<file path="config.mk">
export PLATFORM = sky130hd
export DESIGN_NAME = note_sequencer
export DESIGN_NICKNAME = d
export VERILOG_FILES = /design/src/rtl/note_sequencer.sv
export SDC_FILE = /design/constraint.sdc
export NUM_CORES = 1
export LEC_CHECK = 0
export CORE_MARGIN = 2
export CORE_UTILIZATION = 44
export DETAILED_ROUTE_END_ITERATION = 8
export HOLD_SLACK_MARGIN = 0.02
export PLACE_DENSITY = 0.74
export SLEW_MARGIN = 5
export SYNTH_ARGS = -nofsm -noshare
export SYNTH_HDL_FRONTEND = slang
export SYNTH_SLANG_ARGS = --single-unit
</file>
<file path="constraint.sdc">
create_clock -name i_clk -period 2.01 [get_ports i_clk]
set_input_delay 0.402 -clock i_clk [delete_from_list [all_inputs] [get_ports i_clk]]
set_output_delay 0.402 -clock i_clk [all_outputs]
set_load 0.01 [all_outputs]
</file>
<file path="src/rtl/note_sequencer.sv">
// note_sequencer: walks a song ROM and plays one note per word.
// Each ROM word is {pitch[7:0], duration[4:0]}. A zero duration is the
// end-of-song marker. A note goes out as a duration load to an external
// tick-driven counter. The note sounds from the moment the counter reports
// running until the counter pulses done.
//
// Ports
//   i_clk, i_rst_n        clock, asynchronous active-low reset
//   i_tick                tempo tick (consumed by the external counter)
//   i_start, i_stop       playback control pulses; stop wins over start
//   i_loop                on end marker, restart at address 0
//   o_rom_addr            song ROM address; data returns one cycle later
//   i_rom_data            ROM word {pitch, duration}
//   o_dur_load, o_dur_value  load request / value for the duration counter
//   i_dur_done, i_dur_running  duration counter status
//   o_pitch, o_note_on    current note
//   o_busy                high whenever not idle
//   o_song_done           one-cycle pulse at end of a non-looping song
module note_sequencer #(
    parameter int ADDR_W = 8
) (
    input  logic              i_clk,
    input  logic              i_rst_n,
    input  logic              i_tick,
    input  logic              i_start,
    input  logic              i_stop,
    input  logic              i_loop,
    output logic [ADDR_W-1:0] o_rom_addr,
    input  logic [12:0]       i_rom_data,
    output logic              o_dur_load,
    output logic [4:0]        o_dur_value,
    input  logic              i_dur_done,
    input  logic              i_dur_running,
    output logic [7:0]        o_pitch,
    output logic              o_note_on,
    output logic              o_busy,
    output logic              o_song_done
);

    typedef enum logic [2:0] {
        IDLE,
        FETCH,
        LATCH,
        LOAD,
        PLAY
    } state_t;

    state_t            state, state_nxt;
    logic [ADDR_W-1:0] addr, addr_nxt;
    logic [7:0]        pitch, pitch_nxt;
    logic [4:0]        dur, dur_nxt;
    logic              dur_load, load_nxt;
    logic              note_on, on_nxt;
    logic              song_done, done_nxt;

    // The tick drives the duration counter directly. The sequencer only
    // watches i_dur_running, which already tells it when a load was taken.
    logic unused_tick;
    assign unused_tick = i_tick;

    always_ff @(posedge i_clk or negedge i_rst_n) begin
        if (!i_rst_n) begin
            state     <= IDLE;
            addr      <= '0;
            pitch     <= '0;
            dur       <= '0;
            dur_load  <= 1'b0;
            note_on   <= 1'b0;
            song_done <= 1'b0;
        end else begin
            state     <= state_nxt;
            addr      <= addr_nxt;
            pitch     <= pitch_nxt;
            dur       <= dur_nxt;
            dur_load  <= load_nxt;
            note_on   <= on_nxt;
            song_done <= done_nxt;
        end
    end

    always_comb begin
        state_nxt = state;
        addr_nxt  = addr;
        pitch_nxt = pitch;
        dur_nxt   = dur;
        load_nxt  = dur_load;
        on_nxt    = note_on;
        done_nxt  = 1'b0;
        case (state)
            IDLE: begin
                if (i_start && !i_stop) begin
                    addr_nxt  = '0;
                    state_nxt = FETCH;
                end
            end
            // The address is already on the ROM port. The word comes back
            // during LATCH.
            FETCH: state_nxt = LATCH;
            LATCH: begin
                pitch_nxt = i_rom_data[12:5];
                dur_nxt   = i_rom_data[4:0];
                if (i_rom_data[4:0] != 5'd0) begin
                    load_nxt  = 1'b1;
                    state_nxt = LOAD;
                end else if (i_loop) begin
                    addr_nxt  = '0;
                    state_nxt = FETCH;
                end else begin
                    done_nxt  = 1'b1;
                    state_nxt = IDLE;
                end
            end
            // Keep requesting until the counter has taken the load. That can
            // take up to a full tick period.
            LOAD: begin
                if (i_dur_running) begin
                    load_nxt  = 1'b0;
                    on_nxt    = 1'b1;
                    state_nxt = PLAY;
                end
            end
            PLAY: begin
                if (i_dur_done) begin
                    addr_nxt  = addr + ADDR_W'(1);
                    on_nxt    = 1'b0;
                    state_nxt = FETCH;
                end
            end
            default: state_nxt = IDLE;
        endcase
        // Abort overrides everything. A counter already running finishes on
        // its own, and its done pulse then arrives in IDLE, where it is ignored.
        if (i_stop && state != IDLE) begin
            state_nxt = IDLE;
            load_nxt  = 1'b0;
            on_nxt    = 1'b0;
            done_nxt  = 1'b0;
        end
    end

    assign o_rom_addr  = addr;
    assign o_dur_load  = dur_load;
    assign o_dur_value = dur;
    assign o_pitch     = pitch;
    assign o_note_on   = note_on;
    assign o_busy      = (state != IDLE);
    assign o_song_done = song_done;

endmodule

</file>
; Word-level counts from Yosys, hierarchy flattened
; Cells that the tools add are included.
[classes]
n_addsub = 1
n_mul = 0
n_div = 0
n_lt_le_gt_ge = 0
n_eq_ne = 12
shift = 0
muxes = 24
bitwise = 0
reduce_logical = 13
[ops]
columns = cell, n
row1 = two-way mux 8 bit, 4
row2 = case mux 8 bit (3 select lines), 1
row3 = case mux 3 bit (5 select lines), 1
row4 = two-way mux 3 bit, 4
row5 = "!= test 3 bit, second input constant", 4
row6 = nonzero test 3 bit, 4
row7 = two-way mux 1 bit, 11
row8 = AND reduction 3 bit, 3
row9 = "adder 8 x 1 -> 8 bit, second input constant", 1
row10 = "!= test 2 bit, second input constant", 4
row11 = "equality test 3 x 2 -> 1 bit, second input constant", 2
row12 = AND reduction 5 bit, 1
row13 = nonzero test 5 bit, 1
row14 = case mux 1 bit (2 select lines), 2
row15 = "equality test 3 x 1 -> 1 bit, second input constant", 1
row16 = "equality test 3 bit, second input constant", 1
row17 = logical NOT 3 bit, 1
row18 = logical AND 1 bit, 2
row19 = two-way mux 2 bit, 1
row20 = logical NOT 1 bit, 1
[totals]
register_bits = 27
latch_bits = 0
ram_bits = 0
mem_bits_ro = 0
inputBits = 21
word_cells = 57
mem_count = 0

; Depth between registers and ports, before layout
[depth]
depth_word = 5
ltp_mapped = 7
ltp_nobuf = 5

; Worst setup path before layout
; No wires, ideal clock.
[synth_timing]
kind = input port to flip-flop
startpoint = in i_rom_data[1]
endpoint = reg addr[2] (netlist: o_rom_addr[2])
t_arrival_ns = 1.661
required_time_ns = 1.884
slack_ns = 0.223
path_stages = 5
cell_sequence = nor4_4 a31oi_1 or4_1 buf_2 a221o_1
[synth_via]
elab_chain_len = 3
[synth_rtl]
columns = element, line_no
row1 = "start, declared", 29  ; input logic [12:0] i_rom_data,
row2 = nonzero test 5 bit, 102  ; if (i_rom_data[4:0] != 5'd0) begin
row3 = != test 2 bit (no line), --
row4 = AND reduction 5 bit (no line), --
row5 = "end signal, assigned", 72  ; addr <= addr_nxt;
row6 = "end, declared", 49  ; logic [ADDR_W-1:0] addr, addr_nxt;
; Every way passes these cells.
; A chain may end at the register's enable or synchronous reset.

; Worst setup path in the final report
[layout_timing]
startpoint = in i_rom_data[1]
endpoint = reg addr[4] (netlist: o_rom_addr[4])
; The elaborated chain is that of the path after synthesis.

==> summary.txt <==
Synthesis
  – Cell Area, Synth: 1320 sq um
  – Number of flops mapped to enable cells by yosys: 0
  – Synth area leader: dfrtp_1
  – Synthesized area per cell: 11.0 sq um
  – Number of synthesized register bits: 27
  – Post-Synthesis Cells: 120
  – Syn Nets: 142
  – Most used flip-flop cell after synthesis: dfrtp_1
  – Yosys cell types: 35
  – Synth cell count leaders: dfrtp_1 (27), mux2_2 (12), nand2_1 (10)
  – Synth warnings: 0
  – Post-synth ARST share: 1.00
  – Top cell type's share of synthesized area: 0.512
  – Ranking of synthesized cells by area: dfrtp_1 (51%), mux2_2 (10%), nand2_1 (2.8%)
  – Cell with the most instances after synthesis: dfrtp_1
  – Post-synthesis sequential area ratio: 0.512

Run status
  – Violated checks: DRC
  – Status: finished, violations left

Routing
  – Vias/cell: 5.53
  – Wirelength per Cell: 14.7 um
  – Routed Antenna Nets: 0
  – Aggregate routed wire length: 3030 um
  – Drt first-iter violations: 26
  – DRC: 1
  – Pre-Repair DR Iteration Count: 6
  – Routed vias: 1140

Timing
  – Crit share post-route: 0.945
  – RSZ-0062 raised after global routing: false
  – Slew at the pin with the worst max-slew slack: 0.523 ns
  – F_max: 526 MHz
  – Max Slew Vio Count: 0
  – Final Setup Violations: 0
  – Fin Clk Skew: 0.00385 ns
  – Final worst slack: 0.110 ns
  – Crit path time final: 1.90 ns
  – Hold Fails Final Rpt: 0
  – Worst slew margin: 0.648

Floorplanning
  – Die width: 58.7 um
  – I/O pin total: 46
  – Standard-cell rows: 19
  – Initial Util: 0.470
  – Die Ht: 58.7 um
  – Die area: 3450 sq um
  – Core Area: 2810 sq um

Global routing
  – Initial antenna violation count: 0
  – Vias in the first global route: 1167
  – Global-route wire length before repair: 4930 um
  – GRT overflow: 0
  – Overall routing resource usage: 0.185
  – Largest net degree at the start of global routing: 28

Power and ir drop
  – Sequential share of power: 0.466
  – P_int: 1130 uW
  – Combinational power share: 0.380
  – Leakage: 0.000846 uW
  – Clock share of power: 0.153
  – Sw Share: 0.298
  – Switching power: 479 uW
  – P per Cell Area: 845 nW/um^2
  – Worst vdd ir: 0.779 mV

Critical path
  – Worst setup EP type: flop
  – RR Endpoint: o_rom_addr[4]
  – Critical path fanouts, max: 5
  – Data required, critical path: 2.25 ns
  – Reg2Reg Depth: 5
  – Crit start category: input port
  – Register-to-Register Setup Slack: 0.21 ns
  – Setup CP Type: input port to flop
  – Worst flop-to-flop path startpoint: state[1]
  – Arr. time, crit path: 2.14 ns

Clock network
  – CTS Hold Bufs: 0
  – # H-tree levels: 1
  – Clock root cell: clkbuf_4
  – Clock Sinks: 27
  – Clk slew on worst S/H paths: 0.15 ns
  – Clock latency at the later pin of the worst-skew pair: 0.33 ns
  – CTS tree: done
  – Deepest clock path buffer count: 2
  – TritonCTS buffer count: 3

Place
  – GPL Wtd Cong: 0.838
  – IO Port Bufs: 44
  – Place WS: -0.369 ns
  – Post-DP HPWL: 2190 um

Final layout
  – Final core utilization: 0.678
  – Diodes inserted: 0
  – Share of cells above drive strength 1: 0.240
  – Area delta synth->final: 44.1%
  – Nets: 198

Job
  – Max-cap violation count: 0

Hold path
  – Worst Hold Class: input port to asynchronous set/reset pin
through the flow:
step / TNS (ns) / total power, uW / hold WS [ns] / instance area [sq um] / std cells
final: 0 / 1610 / 0.417 / 1900 / 206
after global routing: 0 / 1690 / 0.439 / 1900 / 206
after CTS: 0 / 1630 / 0.419 / 1900 / 206
after detailed placement: -2.63 / 1360 / 0.492 / 1840 / 199
after global placement: -2.13 / 1340 / 0.468 / 1840 / 199
after floorplan: 0 / 991 / 0.106 / 1320 / 120
how the worst max path moves through the flow:
stage | startpoint | end | slack (ns) | depth (start not counted)
floorplan | i_rom_data[1] | o_rom_addr[2] | 0.22 | 5
finish | i_rom_data[1] | o_rom_addr[4] | 0.11 | 6
global route | i_rom_data[1] | o_rom_addr[4] | 0.05 | 6
global placement | i_rom_data[1] | o_rom_addr[0] | -0.30 | 6
CTS | i_rom_data[1] | o_rom_addr[4] | 0.07 | 6
detailed placement | i_rom_data[1] | o_rom_addr[4] | -0.37 | 6
area by class of cell:
type | instances | area (sq um)
fillers | 235 | 905
flip-flops and latches | 27 | 679
multi-input cells | 80 | 586
repair buffers | 58 | 544
well taps | 31 | 38.8
clock buffers | 3 | 22.5
inverters | 6 | 22.5
clock inverters | 1 | 7.51
critical path: stages:
cell,delay (ns)
clkdlybuf4s50_1,0.46
nor4_4,0.31
a31oi_1,0.13
or4_4,0.47
buf_4,0.17
a21o_2,0.20
placed cells by master, fill, tap and decap left out, types with 2 or more instances in the layout:
| cell type | synthesis | layout |
|---|---|---|
| clkdlybuf4s50_1 | 0 | 43 |
| nor3_1 | 4 | 4 |
| clkbuf_4 | 0 | 3 |
| nand3_1 | 5 | 5 |
| o21ai_0 | 3 | 3 |
| nor3b_1 | 3 | 3 |
| buf_4 | 2 | 14 |
| nor4_1 | 4 | 4 |
| a21oi_1 | 3 | 3 |
| o31ai_1 | 2 | 2 |
| mux2_2 | 12 | 12 |
| nor2_1 | 4 | 4 |
| dfrtp_2 | 0 | 3 |
| o21a_1 | 2 | 2 |
| dfrtp_1 | 27 | 24 |
| a31oi_1 | 2 | 2 |
| and3_1 | 2 | 2 |
| nor2b_1 | 2 | 2 |
| a211o_1 | 3 | 3 |
| inv_1 | 6 | 6 |
| nand2_1 | 10 | 10 |
| a21o_2 | 3 | 3 |
| or2_2 | 2 | 2 |
state kept, by name, indices dropped and copies added, names as in the netlist:
signal and cells:
o_dur_load 1, o_dur_value 5, o_note_on 1, o_pitch 8, o_rom_addr 8, o_song_done 1
state 3
power groups by stage:
stage / Sequential, uW / Clock (uW) / Combinational, uW
global placement: 754 / 0 / 586
floorplan: 809 / 0 / 182
finish: 749 / 246 / 611
detailed placement: 767 / 0 / 597
CTS: 751 / 255 / 620
global route: 765 / 279 / 652
per-layer routing:
| layer | track usage | vias up | share of wire |
|---|---|---|---|
| li1 | - | 546 | - |
| met1 | 0.220 | 544 | 0.41 |
| met2 | 0.327 | 46 | 0.52 |
| met3 | 0.0396 | 4 | 0.063 |
| met4 | 0.0714 | 0 | 0.0066 |
| met5 | 0 | - | 0 |
repair_timing:
| item | in CTS | in global routing |
|---|---|---|
| endpoints found under the setup margin | 2 | 0 |
| setup buffers | 3 | 0 |
| gates resized for setup | 5 | 0 |
| endpoints found under the hold margin | 0 | 0 |
kinds of logic (layout without fill, tap and decap cells):
kind of cell | count (synthesis) | in the layout | share of synthesized area
AOI/OAI and AO/OA | 24 | 24 | 0.135
DFF | 27 | 27 | 0.512
and+or+nand+nor | 42 | 42 | 0.187
muxes | 13 | 13 | 0.110
adders and majority gates | 1 | 1 | 0.00949
buffers and inverters | 13 | 68 | 0.0465
Power figures use the tool's default switching activity.
